**src/rtl/uart_tx_arbiter.sv**
```systemverilog
// Round-robin, packet-locked arbiter that shares one uart_tx among NUM_REQ byte streams.
// Optional idle-lock release is compiled in with `define UART_ARB_TIMEOUT_EN.
module uart_tx_arbiter #(
  parameter int unsigned NUM_REQ = 4,
  parameter int unsigned TIMEOUT = 4096
) (
  input  logic                 clk,
  input  logic                 reset,
  input  logic [NUM_REQ-1:0]   req_valid,
  input  logic [8*NUM_REQ-1:0] req_data,
  input  logic [NUM_REQ-1:0]   req_last,
  output logic [NUM_REQ-1:0]   req_ready,
  input  logic                 cts,
  input  logic                 tx_busy,
  output logic                 tx_start,
  output logic [7:0]           tx_byte,
  output logic [NUM_REQ-1:0]   grant,
  output logic                 locked
`ifdef UART_ARB_TIMEOUT_EN
  ,
  output logic                 timeout_evt
`endif
);

  localparam int unsigned IDXW = (NUM_REQ > 1) ? $clog2(NUM_REQ) : 1;

  typedef enum logic [2:0] {
    IDLE,
    LOAD,
    START,
    WAIT_BUSY,
    WAIT_DONE
  } state_t;

  state_t          state, state_nx;
  logic [IDXW-1:0] rr, owner, owner_inc, pick;
  logic            pick_found;
  logic            last_q;
  logic            accept;
  logic            release_lock;
  logic            tmo_hit;
  int unsigned     idx;

  // First valid requester at or above rr, wrapping.
  always_comb begin
    pick       = rr;
    pick_found = 1'b0;
    idx        = 0;
    for (int unsigned i = 0; i < NUM_REQ; i++) begin
      idx = (32'(rr) + i) % NUM_REQ;
      if (!pick_found && req_valid[idx]) begin
        pick       = idx[IDXW-1:0];
        pick_found = 1'b1;
      end
    end
  end

  assign owner_inc = (32'(owner) == NUM_REQ - 1) ? '0 : owner + IDXW'(1);
  assign req_ready = (state == LOAD && cts && !tx_busy) ? (grant & req_valid) : '0;
  assign accept    = |req_ready;
  assign tx_start  = (state == START);
  assign locked    = (state != IDLE);

`ifdef UART_ARB_TIMEOUT_EN
  localparam int unsigned CW = $clog2(TIMEOUT + 1);
  logic [CW-1:0] idle_cnt;

  assign tmo_hit = (state == LOAD) && !req_valid[owner] && (idle_cnt == CW'(TIMEOUT - 1));

  // A cts stall with the owner still valid neither counts nor clears.
  always_ff @(posedge clk or posedge reset) begin
    if (reset) begin
      idle_cnt    <= '0;
      timeout_evt <= 1'b0;
    end else begin
      timeout_evt <= tmo_hit;
      if (state != LOAD || accept || tmo_hit)
        idle_cnt <= '0;
      else if (!req_valid[owner])
        idle_cnt <= idle_cnt + CW'(1);
    end
  end
`else
  assign tmo_hit = 1'b0;
`endif

  always_comb begin
    state_nx     = state;
    release_lock = 1'b0;
    case (state)
      IDLE:      if (pick_found) state_nx = LOAD;
      LOAD: begin
        if (tmo_hit) begin
          state_nx     = IDLE;
          release_lock = 1'b1;
        end else if (accept) begin
          state_nx = START;
        end
      end
      START:     state_nx = WAIT_BUSY;
      WAIT_BUSY: if (tx_busy) state_nx = WAIT_DONE;
      WAIT_DONE: begin
        if (!tx_busy) begin
          if (last_q) begin
            state_nx     = IDLE;
            release_lock = 1'b1;
          end else begin
            state_nx = LOAD;
          end
        end
      end
      default:   state_nx = IDLE;
    endcase
  end

  always_ff @(posedge clk or posedge reset) begin
    if (reset) begin
      state   <= IDLE;
      grant   <= '0;
      owner   <= '0;
      rr      <= '0;
      tx_byte <= '0;
      last_q  <= 1'b0;
    end else begin
      state <= state_nx;
      if (state == IDLE && pick_found) begin
        owner <= pick;
        grant <= NUM_REQ'(1) << pick;
      end
      if (accept) begin
        tx_byte <= req_data[int'(owner)*8 +: 8];
        last_q  <= req_last[owner];
      end
      if (release_lock) begin
        grant <= '0;
        rr    <= owner_inc;
      end
    end
  end

endmodule

```
**config.mk**
```make
export PLATFORM = sky130hd
export DESIGN_NAME = uart_tx_arbiter
export DESIGN_NICKNAME = d
export VERILOG_FILES = /design/src/rtl/uart_tx_arbiter.sv
export SDC_FILE = /design/constraint.sdc
export NUM_CORES = 1
export LEC_CHECK = 0
export ABC_AREA = 0
export BUFFER_PORTS_ARGS = -buffer_cell sky130_fd_sc_hd__buf_4
export CAP_MARGIN = 20
export CORE_ASPECT_RATIO = 1.2
export CORE_UTILIZATION = 48
export DETAILED_ROUTE_END_ITERATION = 8
export HOLD_SLACK_MARGIN = 0.03
export PLACE_DENSITY = 0.84
export SLEW_MARGIN = 5
export SYNTH_ARGS = -nofsm -noshare
export SYNTH_HDL_FRONTEND = slang
export SYNTH_SLANG_ARGS = --single-unit
```
**constraint.sdc**
```tcl
create_clock -name clk -period 3.5 [get_ports clk]
set_clock_uncertainty 0.1 [all_clocks]
set_input_delay 0.175 -clock clk [delete_from_list [all_inputs] [get_ports clk]]
set_output_delay 0.175 -clock clk [all_outputs]
set_load 0.01 [all_outputs]
```
# --- Word-level counts from Yosys, hierarchy flattened ---
# Cells that the tools add are included.
totals:
  reg_bits: 20
  output_inout_bits: 18
  inputBits: 44
  wordCells: 72
classes:
  muxes: 30
  add_sub_neg: 4
  eq_ne: 9
  bitwise_logic: 1
  reduce_logical: 15
  magnitude_cmp: 5
  shift: 2
ops:
  columns: ["cell", "n"]
  rows:
  - ["32-bit by 6-bit indexed part select with 8-bit output", 1]
  - ["2-bit by 3-bit < comparator with 1-bit output (second input constant)", 5]
  - ["3-bit one-hot mux with 5 select lines", 1]
  - ["1-bit 2-to-1 mux", 13]
  - ["3-bit 2-to-1 mux", 4]
  - ["4-bit 2-to-1 mux", 3]
  - ["1-bit binary-select mux with 2-bit select", 5]
  - ["2-bit 2-to-1 mux", 4]
  - ["2-bit inequality test (second input constant)", 4]
  - ["3-bit by 2-bit == test with 1-bit output (second input constant)", 2]
  - ["1-bit logical AND", 6]
  - ["2-bit by 1-bit adder with 2-bit output (second input constant)", 2]
  - ["2-bit adder (second input constant)", 2]
  - ["4-bit AND", 1]
  - ["1-bit logical NOT", 4]
  - ["4-bit AND reduction", 1]
  - ["4-bit OR reduction", 1]
  - ["1-bit by 2-bit << shifter with 4-bit output (first input constant)", 1]
  - ["3-bit by 1-bit == test with 1-bit output (second input constant)", 1]
  - ["3-bit == test (second input constant)", 1]
  - ["3-bit logical NOT", 1]
  - ["3-bit nonzero test", 1]
  - ["2-bit == test (second input constant)", 1]
  - ["2-bit nonzero test", 1]

# --- Longest topological paths before layout ---
# Gate-level depths: netlist of the first run.
logic_depth:
  depth_word: 15
  mapped_depth: 7
  ltp_nobuf: 5

# --- Least setup slack after synthesis of the first run ---
# Ideal clock, no wire load.
synth_timing:
  path_kind: "register to register"
  startpoint: "register state[2]"
  endpoint: "register grant[3]"
  required_ns: 3.323
  period_less_slack_ns: 1.735
  slack_ns: 1.765
  setup_time_ns: 0.077
  arrival_ns: 1.558
  path_buffers: 1
  path_stages_with_launch: 6
  path_cell_list: "dfrtp_1 > or3_4 > nand2b_4 > buf_6 > or3b_1 > a21oi_1"
synth_between:
  elab_chain_len: 3
  elab_cells_between_ends: 6
  classes_between: "eq/ne: 1; mux: 2; reduce/logical: 3"
synth_lines:
  columns: ["item", "line_no", "source"]
  rows:
  - ["start, declared", "35", "state_t state, state_nx;"]
  - ["start signal, assigned", "125", "state <= state_nx;"]
  - ["3-bit == test / 3-bit logical NOT (equally long branches)", "90, 126", null]
  - ["1-bit 2-to-1 mux / 1-bit logical AND (equally long branches)", null, null]
  - ["4-bit 2-to-1 mux / 2-bit nonzero test (equally long branches)", null, null]
  - ["end signal, assigned", "128", "grant <= NUM_REQ'(1) << pick;"]
  - ["end, declared", "17", "output logic [NUM_REQ-1:0] grant,"]
# Parallel ways exist; a longest one is shown, timed or not.
# A chain may end at the register's enable or synchronous reset.

# --- Final worst setup path of the first run ---
layout_timing:
  startpoint: "register state[2]"
  endpoint: "register last_q"
layout_between:
  elab_chain_len: 5
layout_lines:
  columns: ["item", "line_no", "source"]
  rows:
  - ["3-bit by 1-bit == test with 1-bit output", "59", "assign req_ready = (state == LOAD && cts && !tx_busy) ? (grant & req_valid) : '0;"]
  - ["1-bit logical AND (2 in a row)", "59", null]
  - ["4-bit 2-to-1 mux", "59", null]
  - ["4-bit OR reduction", "60", "assign accept = |req_ready;"]
  - ["end signal, assigned", "132", "last_q <= req_last[owner];"]
  - ["end, declared", "38", "logic last_q;"]
# Every way passes these cells.

==> results of run 1 <==
==> how the worst min path moves through the flow <==
stage | slack [ps] | endpoint | cells past startpoint | startpoint
after global placement | 230 | tx_byte[5] | 2 | reset
after CTS | 40 | state[2] | 3 | tx_busy
after detailed placement | 240 | tx_byte[7] | 2 | reset
after floorplan | 40 | grant[0] | 1 | reset
final | 50 | state[2] | 3 | tx_busy
after global routing | 50 | state[2] | 3 | tx_busy
==> timing repair <==
item                                    CTS  global route
hold endpoints to repair                 20             0
hold buffers                              1             0
endpoints found under the setup margin    0             0
==> worst register-to-register path, delay by kind of cell (launching register included) <==
family | cells | cell delay (ps)
DFF | 1 | 480
AOI/OAI and AO/OA | 1 | 450
and+or+nand+nor | 2 | 400
muxes | 1 | 410
==> synth_stat cells (2+ instances only) <==
cell type | number | share of area
dfrtp_1 | 20 | 0.41
nand2_1 | 18 | 0.055
mux2_2 | 10 | 0.091
mux4_2 | 9 | 0.16
nor2_1 | 9 | 0.027
a21oi_1 | 8 | 0.033
nand3_1 | 4 | 0.016
nor2b_1 | 4 | 0.020
inv_1 | 3 | 0.0091
o21ai_0 | 3 | 0.012
buf_2 | 2 | 0.0081
buf_6 | 2 | 0.018
nand3b_1 | 2 | 0.012
o31ai_1 | 2 | 0.012
==> power breakdown <==
part           internal [mW]  switching, mW
logic                  0.332          0.218
registers              0.332          0.129
clock network          0.116         0.0760
total                  0.780          0.423
==> cells by family (layout without fill, tap and decap cells) <==
group,count (synthesis),count (layout),share of synthesized area
simple gates,46,46,0.194
flops,20,20,0.407
mux,19,19,0.256
compound gates,18,18,0.0945
buf+inv,8,69,0.0386
fa+ha+maj,1,1,0.0102
==> per-layer routing <==
metal / global-route usage / share of wire
met1: 0.287 / 0.38
met2: 0.455 / 0.54
met3: 0.0380 / 0.056
met4: 0.143 / 0.027
met5: 0 / 0
==> sequential cells by signal, indices dropped and copies added, names as in the netlist <==
| name | count |
|---|---|
| tx_byte | 8 |
| grant | 4 |
| owner | 2 |
| rr | 2 |
| last_q | 1 |
| state | 3 |
==> metrics by stage <==
step | instances | total power [mW] | instance area, um2 | setup slack [ps]
global route | 204 | 1.28 | 1750 | 1450
CTS | 204 | 1.21 | 1750 | 1580
detailed placement | 199 | 1.01 | 1690 | 1610
finish | 204 | 1.20 | 1750 | 1560
global placement | 199 | 0.978 | 1690 | 1650
floorplan | 112 | 0.804 | 1230 | 1770
==> final cells by class <==
cell class | count | area [um2] | share of cell area
Sequential cell | 20 | 500 | 0.285
Tap cell | 31 | 38.8 | 0.0221
Clock buffer | 3 | 22.5 | 0.0128
Multi-Input combinational cell | 84 | 683 | 0.389
Timing Repair Buffer | 62 | 468 | 0.267
Inverter | 3 | 11.3 | 0.00642
Clock inverter | 1 | 30.0 | 0.0171
==> results by group, run 1 <==
Synthesis
  • Number of unique standard cell types used by synthesis: 30
  • Gate Count Post-Synth: 112
  • Number of enable flip-flop cells after synthesis: 0
  • Sequential area share after synthesis: 0.407
  • Syn. warnings: 0
  • Async SR Flop Fraction: 1.00
  • Most used flip-flop cell after synthesis: dfrtp_1
  • #FFs+latches synth: 20
  • Average footprint of a synthesized cell: 11.0 um2
  • Mapped Area: 1230 um2
  • Net count after synthesis: 157

Timing
  • Relative slew slack: 0.504
  • Ratio of final minimum period to clock period: 0.554
  • RSZ-0062 raised after global routing: false
  • Post-Route Hold Slack: 47.6 ps
  • Final setup violating endpoints: 0
  • Worst Max-Slew Pin Slew: 743 ps
  • Fmax: 516 MHz
  • Time the final worst path needs with I/O delays and setup: 1940 ps
  • Number of endpoints with negative hold slack in the final report: 0
  • Total negative slack: 0 ps
  • Final slew viol count: 0

Clocking
  • Clock-pin slew on the worst setup and hold paths: 110 ps
  • Count of H-tree levels built during CTS: 1
  • Resized cells post-CTS: 0
  • Maximum buffer depth of the clock tree: 2
  • Setup Buffers After CTS: 0
  • Source-to-sink clock delay at the later pin of the worst-skew pair: 310 ps
  • Number of clock sinks: 20
  • Clock tree from TritonCTS: built
  • Inserted Clock Buffers: 3
  • Buffer type at the clock tree root: clkbuf_4

Cells and area
  • Proportion of layout cells with a drive suffix above 1: 0.503
  • Filler Cell Count: 161
  • Final net count: 219
  • Leading cell type in the layout, fill and taps excluded: buf_4
  • Top library cells by usage in the layout, fill and taps aside: buf_4, dfrtp_1, nand2_1, mux2_2
  • Relative area change from synthesis to final layout: 42.5%
  • ANT cells: 0
  • Share of the core filled with cells in the final layout: 0.745

Setup path
  • Number of buffer and inverter instances along the worst setup path: 0
  • Sort of element at the end of the critical path: register
  • Logic depth of the worst path, buffers included: 4
  • Worst setup path endpoint: last_q
  • Worst path slowest cell: dfrtp_1
  • Critical Path AT: 2040 ps
  • Worst path max stage delay: 480 ps
  • Type of origin of the critical path: register
  • Capture point of the worst reg-to-reg path: last_q
  • Launching element of the worst setup path: state[2]
  • Count of cells along the worst register-to-register path: 4
  • Top delay family on crit path: flip-flops
  • Internal reg-to-reg setup slack: 1560 ps
  • Worst endpoint required time: 3600 ps
  • Highest net fanout along the worst path: 11
  • Crit Path Category: register to register
  • Reg-to-Reg Start: state[2]
  • Cell-by-cell trace of the critical path: and2b_1, nand3_1, a41o_1, mux2_2

Outcome
  • Result of the run: finished, final reports clean

Floorplanning
  • Core Region: 2350 um2
  • Chip Width: 48.2 um
  • Number of placement rows: 19
  • Boundary pin count: 62
  • Area of the die: 2770 um2
  • Vertical die dimension: 57.5 um
  • Effective utilization at floorplan: 0.523

Route
  • Drt via density: 5.51
  • Post-detailed-routing wire length: 3.10 mm
  • Post-detailed-route count of antenna-violating nets: 0
  • Length of the first detailed-routing pass in iterations: 3
  • Routed WL per cell: 15.2 um
  • DRC violations left: 0
  • Initial DRC count: 18
  • Count of vias placed by the detailed router: 1124

Global route
  • Total grt overflow: 0
  • Wire length of the first global-routing pass: 4.97 mm
  • Initial antenna violation count: 0
  • Maximum number of pins on one net before global-route repair: 21
  • Total GRT Usage: 0.262
  • Vias in the first global route: 1161

Hold path
  • Worst hold path class: input pin to register

Placed design
  • Detailed-placement wirelength estimate: 2.45 mm
  • Number of buffer cells added on primary ports: 61
  • Routability congestion estimate: 0.837

Power and ir drop
  • Total power divided by cell area: 686 nW/um2
  • Worst IR Drop VDD: 0.541 mV
  • Static Leak: 0.836 nW

Job
  • Number of maximum-capacitance violations: 0
No activity file was read; power rests on OpenSTA's default activity.
==> inputs of run 2 (changes only) <==
--- a/config.mk
+++ b/config.mk
@@ -5,14 +5,14 @@
 export SDC_FILE = /design/constraint.sdc
 export NUM_CORES = 1
 export LEC_CHECK = 0
-export ABC_AREA = 0
+export ABC_AREA = 1
 export BUFFER_PORTS_ARGS = -buffer_cell sky130_fd_sc_hd__buf_4
 export CAP_MARGIN = 20
 export CORE_ASPECT_RATIO = 1.2
-export CORE_UTILIZATION = 48
+export CORE_UTILIZATION = 44
 export DETAILED_ROUTE_END_ITERATION = 8
 export HOLD_SLACK_MARGIN = 0.03
-export PLACE_DENSITY = 0.84
+export PLACE_DENSITY = 0.76
 export SLEW_MARGIN = 5
 export SYNTH_ARGS = -nofsm -noshare
 export SYNTH_HDL_FRONTEND = slang
==> constraint.sdc (replaced) <==
create_clock -name clk -period 1.65 [get_ports clk]
set_clock_uncertainty 0.1 [all_clocks]
set_input_delay 0.0825 -clock clk [delete_from_list [all_inputs] [get_ports clk]]
set_output_delay 0.0825 -clock clk [all_outputs]
set_load 0.01 [all_outputs]
==> run 2 against run 1 <==
Effect of this change: the flow now finishes with violations (setup timing); area after synthesis grew 28%; die area up 38%; design area grew 54%; wire length increased by 77%; non-clock buffer count up 35; synthesized cell count up 110%; register-to-register slack got worse by 1800 ps; highest routed layer unchanged.
==> results by group, run 2 <==
Outcome
  • Result of the run: finished, violations left
  • Violated checks: setup timing

Power and ir drop
  • Static Leak: 1.38 nW (+65%)
  • Worst IR Drop VDD: 1.80 mV (+230%)
  • Internal power summed over all cells: 2.88 mW (+270%)
  • Share of total power consumed by net switching: 0.487 (+0.136)
  • Switching Power: 2.74 mW (+550%)
  • Total power divided by cell area: 2070 nW/um2 (+200%)
  • Combinational cell fraction of total power: 0.742 (+0.285)
  • Power share of the sequential group: 0.169 (-0.214)
  • Clk pwr share: 0.090 (-0.070)

Timing
  • Relative slew slack: 0.751 (+0.246)
  • Final slew viol count: 0 (unchanged)
  • Total negative slack: -1450 ps (-1450 ps)
  • Time the final worst path needs with I/O delays and setup: 1840 ps (-96.5 ps)
  • Fmax: 543 MHz (+5.2%)
  • Final setup violating endpoints: 18 (+18)
  • Ratio of final minimum period to clock period: 1.12 (+0.563)
  • RSZ-0062 raised after global routing: true
  • Setup WS post-layout: -193 ps (-1750 ps)
  • Number of endpoints with negative hold slack in the final report: 0 (unchanged)
  • Worst Max-Slew Pin Slew: 374 ps (-369 ps)

Synthesis
  • Number of enable flip-flop cells after synthesis: 0 (unchanged)
  • Average footprint of a synthesized cell: 6.58 um2 (-40%)
  • Top area cells in the synthesized netlist: dfrtp_1, nand2_1, nor2_1
  • Mapped Area: 1570 um2 (+28%)
  • Cell with the most instances after synthesis: nand2_1
  • Syn. warnings: 0 (unchanged)
  • Cell type contributing the most total cell area after synthesis: dfrtp_1
  • Gate Count Post-Synth: 239 (+110%)
  • Area share of the largest cell type after synthesis: 0.318 (-0.0880)
  • Sequential area share after synthesis: 0.318 (-0.0880)
  • Async SR Flop Fraction: 1.00 (unchanged)
  • Most used standard cells in the synthesized netlist: nand2_1, nor2_1, dfrtp_1
  • Net count after synthesis: 284 (+81%)
  • Number of unique standard cell types used by synthesis: 28 (-6.7%)
  • #FFs+latches synth: 20 (unchanged)
  • Most used flip-flop cell after synthesis: dfrtp_1

Global route
  • Initial antenna violation count: 0 (unchanged)
  • Total grt overflow: 0 (unchanged)
  • Maximum number of pins on one net before global-route repair: 21 (unchanged)
  • Met2 track demand over resource: 0.491 (+0.0359)
  • Vias in the first global route: 1790 (+54%)
  • Routing layer with the top usage in global route: met2
  • Wire length of the first global-routing pass: 8.15 mm (+64%)
  • Met1 track demand over resource in global routing: 0.333 (+0.0459)
  • Global-route met3 utilization: 0.0479 (+0.00992)
  • Total GRT Usage: 0.277 (+0.0146)

Setup path
  • Type of origin of the critical path: register
  • Sort of element at the end of the critical path: register
  • Most used cell along the critical path: nand2_1
  • Worst path max stage delay: 460 ps (-20 ps)
  • Number of buffer and inverter instances along the worst setup path: 1 (+1)
  • Crit Path Category: register to register
  • Cell-by-cell trace of the critical path: inv_4, nand2_2, nand2_4, nand2_4, nand2_8, nand2_2, nand2_1, nand2_1, nand2_1, nand2_2, nor2_1, nand3_2, nand2_1
  • Highest net fanout along the worst path: 8 (-3)
  • Worst path slowest cell: dfrtp_2
  • Worst endpoint required time: 1760 ps (-1840 ps)
  • Top delay family on crit path: simple AND/OR/NAND/NOR gates
  • Critical Path AT: 1950 ps (-90 ps)

Clocking
  • Number of clock sinks: 20 (unchanged)
  • Maximum buffer depth of the clock tree: 2 (unchanged)
  • Buffer type at the clock tree root: clkbuf_8
  • Clock-pin slew on the worst setup and hold paths: 80 ps (-30 ps)
  • Inserted Clock Buffers: 3 (unchanged)
  • Clock tree from TritonCTS: built
  • Count of H-tree levels built during CTS: 1 (unchanged)
  • Source-to-sink clock delay at the later pin of the worst-skew pair: 270 ps (-40 ps)

Placed design
  • Routability congestion estimate: 0.856 (+2.2%)
  • Number of buffer cells added on primary ports: 61 (unchanged)
  • Total instance count after detailed placement: 350 (+76%)
  • Detailed-placement wirelength estimate: 3.36 mm (+37%)

Floorplanning
  • Boundary pin count: 62 (unchanged)
  • Core Region: 3370 um2 (+43%)
  • Effective utilization at floorplan: 0.467 (-0.0564)
  • Vertical die dimension: 67.5 um (+17%)
  • Number of placement rows: 23 (+4)
  • Chip Width: 56.6 um (+17%)
  • Area of the die: 3820 um2 (+38%)

Cells and area
  • Most flops, register: tx_byte
  • Number of standard cells in the layout, taps in and fillers out: 374 (+83%)
  • Largest register FFs: 8 (unchanged)
  • Filler Cell Count: 248 (+54%)
  • Relative area change from synthesis to final layout: 72.4%
  • Leading cell type in the layout, fill and taps excluded: buf_4
  • Top library cells by usage in the layout, fill and taps aside: buf_4, nor2_1, nand2_1, nand2_2, o21ai_0
  • Registers with the most flip-flops: tx_byte (8), grant (4), state (3)
  • Proportion of layout cells with a drive suffix above 1: 0.528 (+0.0253)
  • Final net count: 383 (+75%)
  • ANT cells: 0 (unchanged)

Job
  • Number of maximum-capacitance violations: 0 (unchanged)

Route
  • Initial DRC count: 105 (+87)
  • Count of vias placed by the detailed router: 2003 (+78%)
  • Routed WL per cell: 14.7 um (-3.5%)
  • Length of the first detailed-routing pass in iterations: 4 (+1)
  • Post-detailed-routing wire length: 5.48 mm (+77%)
  • Post-detailed-route count of antenna-violating nets: 0 (unchanged)
  • DRC violations left: 0 (unchanged)
  • Drt via density: 5.36 (-2.8%)

Hold path
  • Worst hold path class: input pin to register
==> run 2: final timing paths <==
kind | end | slack [ps] | cells past startpoint | startpoint
max in group asynchronous | rr[0] | 920 | 4 | reset
worst min register to register | grant[2] | 440 | 2 | grant[2]
min in group asynchronous | state[1] | 290 | 4 | reset
worst max-delay path | grant[3] | -190 | 13 | rr[0]
worst min-delay path | tx_byte[3] | 30 | 3 | req_data[27]
worst max register to register | grant[3] | -190 | 13 | rr[0]
==> run 2: layout make-up <==
type,count,area (um2),share of cell area
multi-input combinational,197,1240,0.460
timing repair buffer,97,764,0.282
sequential,20,503,0.186
inverter,19,78.8,0.0291
tap,37,46.3,0.0171
clock buffer,3,41.3,0.0152
clock inverter,1,30.0,0.0111
==> run 2: tightest hold or removal path, cell delays in order <==
cell     delay, ps
buf_4           70
o21ai_0         60
a31oi_1        150
==> run 2: power groups by stage <==
stage	logic, mW	clock network, mW	registers (mW)
after global routing	4.47	0.531	0.975
after CTS	3.68	0.511	0.917
after floorplan	2.01	0	0.960
after global placement	2.97	0	0.924
final	4.16	0.505	0.946
after detailed placement	3.03	0	0.926
==> run 2: cell families after synthesis <==
family / count (synthesis) / share of synthesized area
and+or+nand+nor: 156 / 0.459
AOI/OAI and AO/OA: 37 / 0.150
buffers and inverters: 25 / 0.0653
DFF: 20 / 0.318
adders and majority gates: 1 / 0.00796
==> run 2: per-layer routing <==
metal	part of all wire	wire, um
met1	0.40	2190
met3	0.058	318
met4	0.026	142
met5	0	0
met2	0.52	2840
==> run 2: repair_timing <==
| item | in CTS | in global routing |
|---|---|---|
| hold buffers | 2 | 0 |
| endpoints found under the setup margin | 18 | 21 |
| hold endpoints to repair | 22 | 0 |
| setup buffers | 10 | 5 |
| pin swaps | 20 | 19 |
| gates resized for setup | 39 | 33 |
| gates cloned | 1 | 2 |
==> run 2: metrics by stage <==
step           setup slack, ps   util  area (um2)  power (mW)  hold slack (ps)
6_report                  -193  0.805        2710        5.62             32.6
2_1_floorplan             1.85      -        1600        2.97            -53.7
3_3_place_gp             -82.9  0.658        2220        3.90             30.3
3_5_place_dp             -97.6  0.658        2220        3.95             34.8
4_1_cts                  -65.8  0.754        2540        5.11             33.5
5_1_grt                   -242  0.805        2710        5.98             43.0
==> inputs of run 3 (changes only) <==
--- a/config.mk
+++ b/config.mk
@@ -9,10 +9,10 @@
 export BUFFER_PORTS_ARGS = -buffer_cell sky130_fd_sc_hd__buf_4
 export CAP_MARGIN = 20
 export CORE_ASPECT_RATIO = 1.2
-export CORE_UTILIZATION = 44
+export CORE_UTILIZATION = 48
 export DETAILED_ROUTE_END_ITERATION = 8
 export HOLD_SLACK_MARGIN = 0.03
-export PLACE_DENSITY = 0.76
+export PLACE_DENSITY = 0.79
 export SLEW_MARGIN = 5
 export SYNTH_ARGS = -nofsm -noshare
 export SYNTH_HDL_FRONTEND = slang
==> constraint.sdc (replaced) <==
create_clock -name clk -period 2.1 [get_ports clk]
set_clock_uncertainty 0.1 [all_clocks]
set_input_delay 0.105 -clock clk [delete_from_list [all_inputs] [get_ports clk]]
set_output_delay 0.105 -clock clk [all_outputs]
set_load 0.01 [all_outputs]
==> run 3 against run 2 <==
Effect of this change: critical path type unchanged; hold slack lost 6.5 ps; the run now ends clean; non-clock buffer count shrank 18; fmax decreased by 1.2%; via count shrank 9.9%; total power down 43%; global-route usage shrank 1.3 points; sequential share of layout area grew 3.5 points; sequential power decreased by 22%.
==> results by group, run 3 (synthesis results as in run 2) <==
Clocking
  • Clock-pin slew on the worst setup and hold paths: 130 ps (+50 ps)
  • Setup Buffers After CTS: 0 (-10)
  • Source-to-sink clock delay at the later pin of the worst-skew pair: 320 ps (+50 ps)
  • Count of H-tree levels built during CTS: 1 (unchanged)
  • Maximum buffer depth of the clock tree: 2 (unchanged)
  • Buffer type at the clock tree root: clkbuf_4
  • Number of clock sinks: 20 (unchanged)
  • Clock tree from TritonCTS: built
  • Inserted Clock Buffers: 3 (unchanged)

Setup path
  • Worst endpoint required time: 2260 ps (+500 ps)
  • Highest net fanout along the worst path: 12 (+4)
  • Crit Path Category: register to register
  • Critical Path AT: 2030 ps (+80 ps)
  • Type of origin of the critical path: register
  • Sort of element at the end of the critical path: register
  • Count of cells along the worst register-to-register path: 12 (-1)

Timing
  • Final slew viol count: 0 (unchanged)
  • Total negative slack: 0 ps (+1450 ps)
  • Final setup violating endpoints: 0 (-18)
  • Ratio of final minimum period to clock period: 0.888 (-0.229)
  • RSZ-0062 raised after global routing: false
  • Number of endpoints with negative hold slack in the final report: 0 (unchanged)
  • Worst Max-Slew Pin Slew: 795 ps (+422 ps)
  • Relative slew slack: 0.469 (-0.281)
  • Fmax: 536 MHz (-1.2%)
  • Time the final worst path needs with I/O delays and setup: 1870 ps (+22.6 ps)

Power and ir drop
  • Worst IR Drop VDD: 0.952 mV (-47%)
  • Total power divided by cell area: 1410 nW/um2 (-32%)
  • Total power: 3.21 mW (-43%)
  • Power share of the sequential group: 0.229 (+0.060)
  • Internal power summed over all cells: 1.60 mW (-45%)
  • Static Leak: 1.17 nW (-15%)
  • Share of total power consumed by net switching: 0.503 (+0.0160)
  • Combinational cell fraction of total power: 0.670 (-0.072)
  • Clk pwr share: 0.101 (+0.011)
  • Switching Power: 1.61 mW (-41%)

Route
  • Met2 layer wire length in the routed design: 2.12 mm (-25%)
  • Initial DRC count: 43 (-59%)
  • Top metal layer carrying routed signals: met4
  • DRT met1 WL: 1.77 mm (-19%)
  • Count of vias placed by the detailed router: 1805 (-9.9%)
  • Post-detailed-routing wire length: 4.22 mm (-23%)
  • Drt via density: 5.13 (-4.3%)
  • Routed WL per cell: 12.0 um (-18%)
  • Met3 wire length: 239 um (-25%)
  • Length of the first detailed-routing pass in iterations: 4 (unchanged)
  • Post-detailed-route count of antenna-violating nets: 0 (unchanged)
  • DRC violations left: 0 (unchanged)

Cells and area
  • Leading cell type in the layout, fill and taps excluded: buf_4
  • Largest register FFs: 8 (unchanged)
  • Final net count: 362 (-5.5%)
  • Most flops, register: tx_byte
  • Registers with the most flip-flops: tx_byte (8), grant (4), state (3)
  • Top library cells by usage in the layout, fill and taps aside: buf_4, nand2_1, nor2_1, o21ai_0, dfrtp_1
  • Relative area change from synthesis to final layout: 44.5%
  • Proportion of layout cells with a drive suffix above 1: 0.310 (-0.218)
  • ANT cells: 0 (unchanged)
  • Filler Cell Count: 267 (+7.7%)

Global route
  • Vias in the first global route: 1672 (-6.6%)
  • Total GRT Usage: 0.263 (-0.0134)
  • Initial antenna violation count: 0 (unchanged)
  • Total grt overflow: 0 (unchanged)
  • Maximum number of pins on one net before global-route repair: 21 (unchanged)
  • Wire length of the first global-routing pass: 6.91 mm (-15%)

Job
  • Number of maximum-capacitance violations: 0 (unchanged)

Floorplanning
  • Core Region: 3080 um2 (-8.4%)
  • Chip Width: 54.2 um (-4.1%)
  • Vertical die dimension: 64.7 um (-4.1%)
  • Effective utilization at floorplan: 0.510 (+0.0430)
  • Area of the die: 3510 um2 (-8.1%)
  • Number of placement rows: 22 (-4.3%)
  • Boundary pin count: 62 (unchanged)

Placed design
  • Detailed-placement wirelength estimate: 3.18 mm (-5.5%)
  • Routability congestion estimate: 0.902 (+5.4%)
  • Number of buffer cells added on primary ports: 61 (unchanged)

Outcome
  • Result of the run: finished, final reports clean

Hold path
  • Cell depth of the worst hold path: 3 (unchanged)
  • Worst hold path class: input pin to register
run 3: changes by cell type in the layout (fill, tap and decap cells not counted), sizes merged:
cell,previous run,this run
buf,95,64
clkinv,1,2
dlygate4sd3,2,15
inv,18,17
nand2,79,76
run 3: final timing paths:
| kind | slack, ps | startpoint | to |
|---|---|---|---|
| max | 230 | rr[0] | grant[1] |
| min | 30 | req_data[12] | tx_byte[4] |
| max reg2reg | 230 | rr[0] | grant[1] |
| min reg2reg | 430 | grant[0] | grant[0] |
| max in group asynchronous | 940 | reset | rr[0] |
| min in group asynchronous | 400 | reset | tx_byte[6] |
run 3: repair_timing:
item	4_1_cts	5_1_grt
hold endpoints to repair	30	0
resized for setup	0	1
hold buffers	15	0
setup endpoints to repair	0	8
run 3: stage by stage:
step | util | std cells | instance area (um2) | setup slack, ps | hold slack, ps
2_1_floorplan | - | 239 | 1570 | 420 | -31.2
3_3_place_gp | 0.670 | 333 | 2070 | 187 | 197
3_5_place_dp | 0.670 | 333 | 2070 | 139 | 201
4_1_cts | 0.736 | 352 | 2270 | 102 | 32.9
5_1_grt | 0.737 | 352 | 2270 | 42.1 | 58.3
6_report | 0.737 | 352 | 2270 | 235 | 26.1
run 3: layout make-up:
type	instances	area, um2	share of cell area
Clock inverter	1	30.0	0.0132
Sequential cell	20	502	0.221
Clock buffer	3	22.5	0.00992
Tap cell	36	45.0	0.0198
Multi-Input combinational cell	194	968	0.426
Inverter	19	72.6	0.0320
Timing Repair Buffer	79	631	0.278
run 3: layer usage:
| metal | vias up | GRT usage |
|---|---|---|
| met2 | 61 | 0.450 |
| met3 | 13 | 0.0423 |
| met1 | 807 | 0.314 |
| met4 | 0 | 0.109 |
| met5 | - | 0 |
| li1 | 924 | - |
run 3: worst max-delay path, stage by stage, from the launching register on:
cell and delay, ps:
dfrtp_2 500, inv_2 130, nand2_1 120, nand2_1 80
nand2_1 70, nand2_2 90, nor2_8 160, nand3_2 100
nand2_1 80, nand2_1 70, nor2_1 140, nand3_1 120
o21ai_2 70
run 3: power by group through the flow:
stage	registers, mW	clock network [mW]	logic (mW)
6_report	0.736	0.324	2.15
5_1_grt	0.762	0.340	2.43
4_1_cts	0.732	0.327	2.15
3_5_place_dp	0.740	0	2.11
3_3_place_gp	0.733	0	2.08
2_1_floorplan	0.746	0	1.55
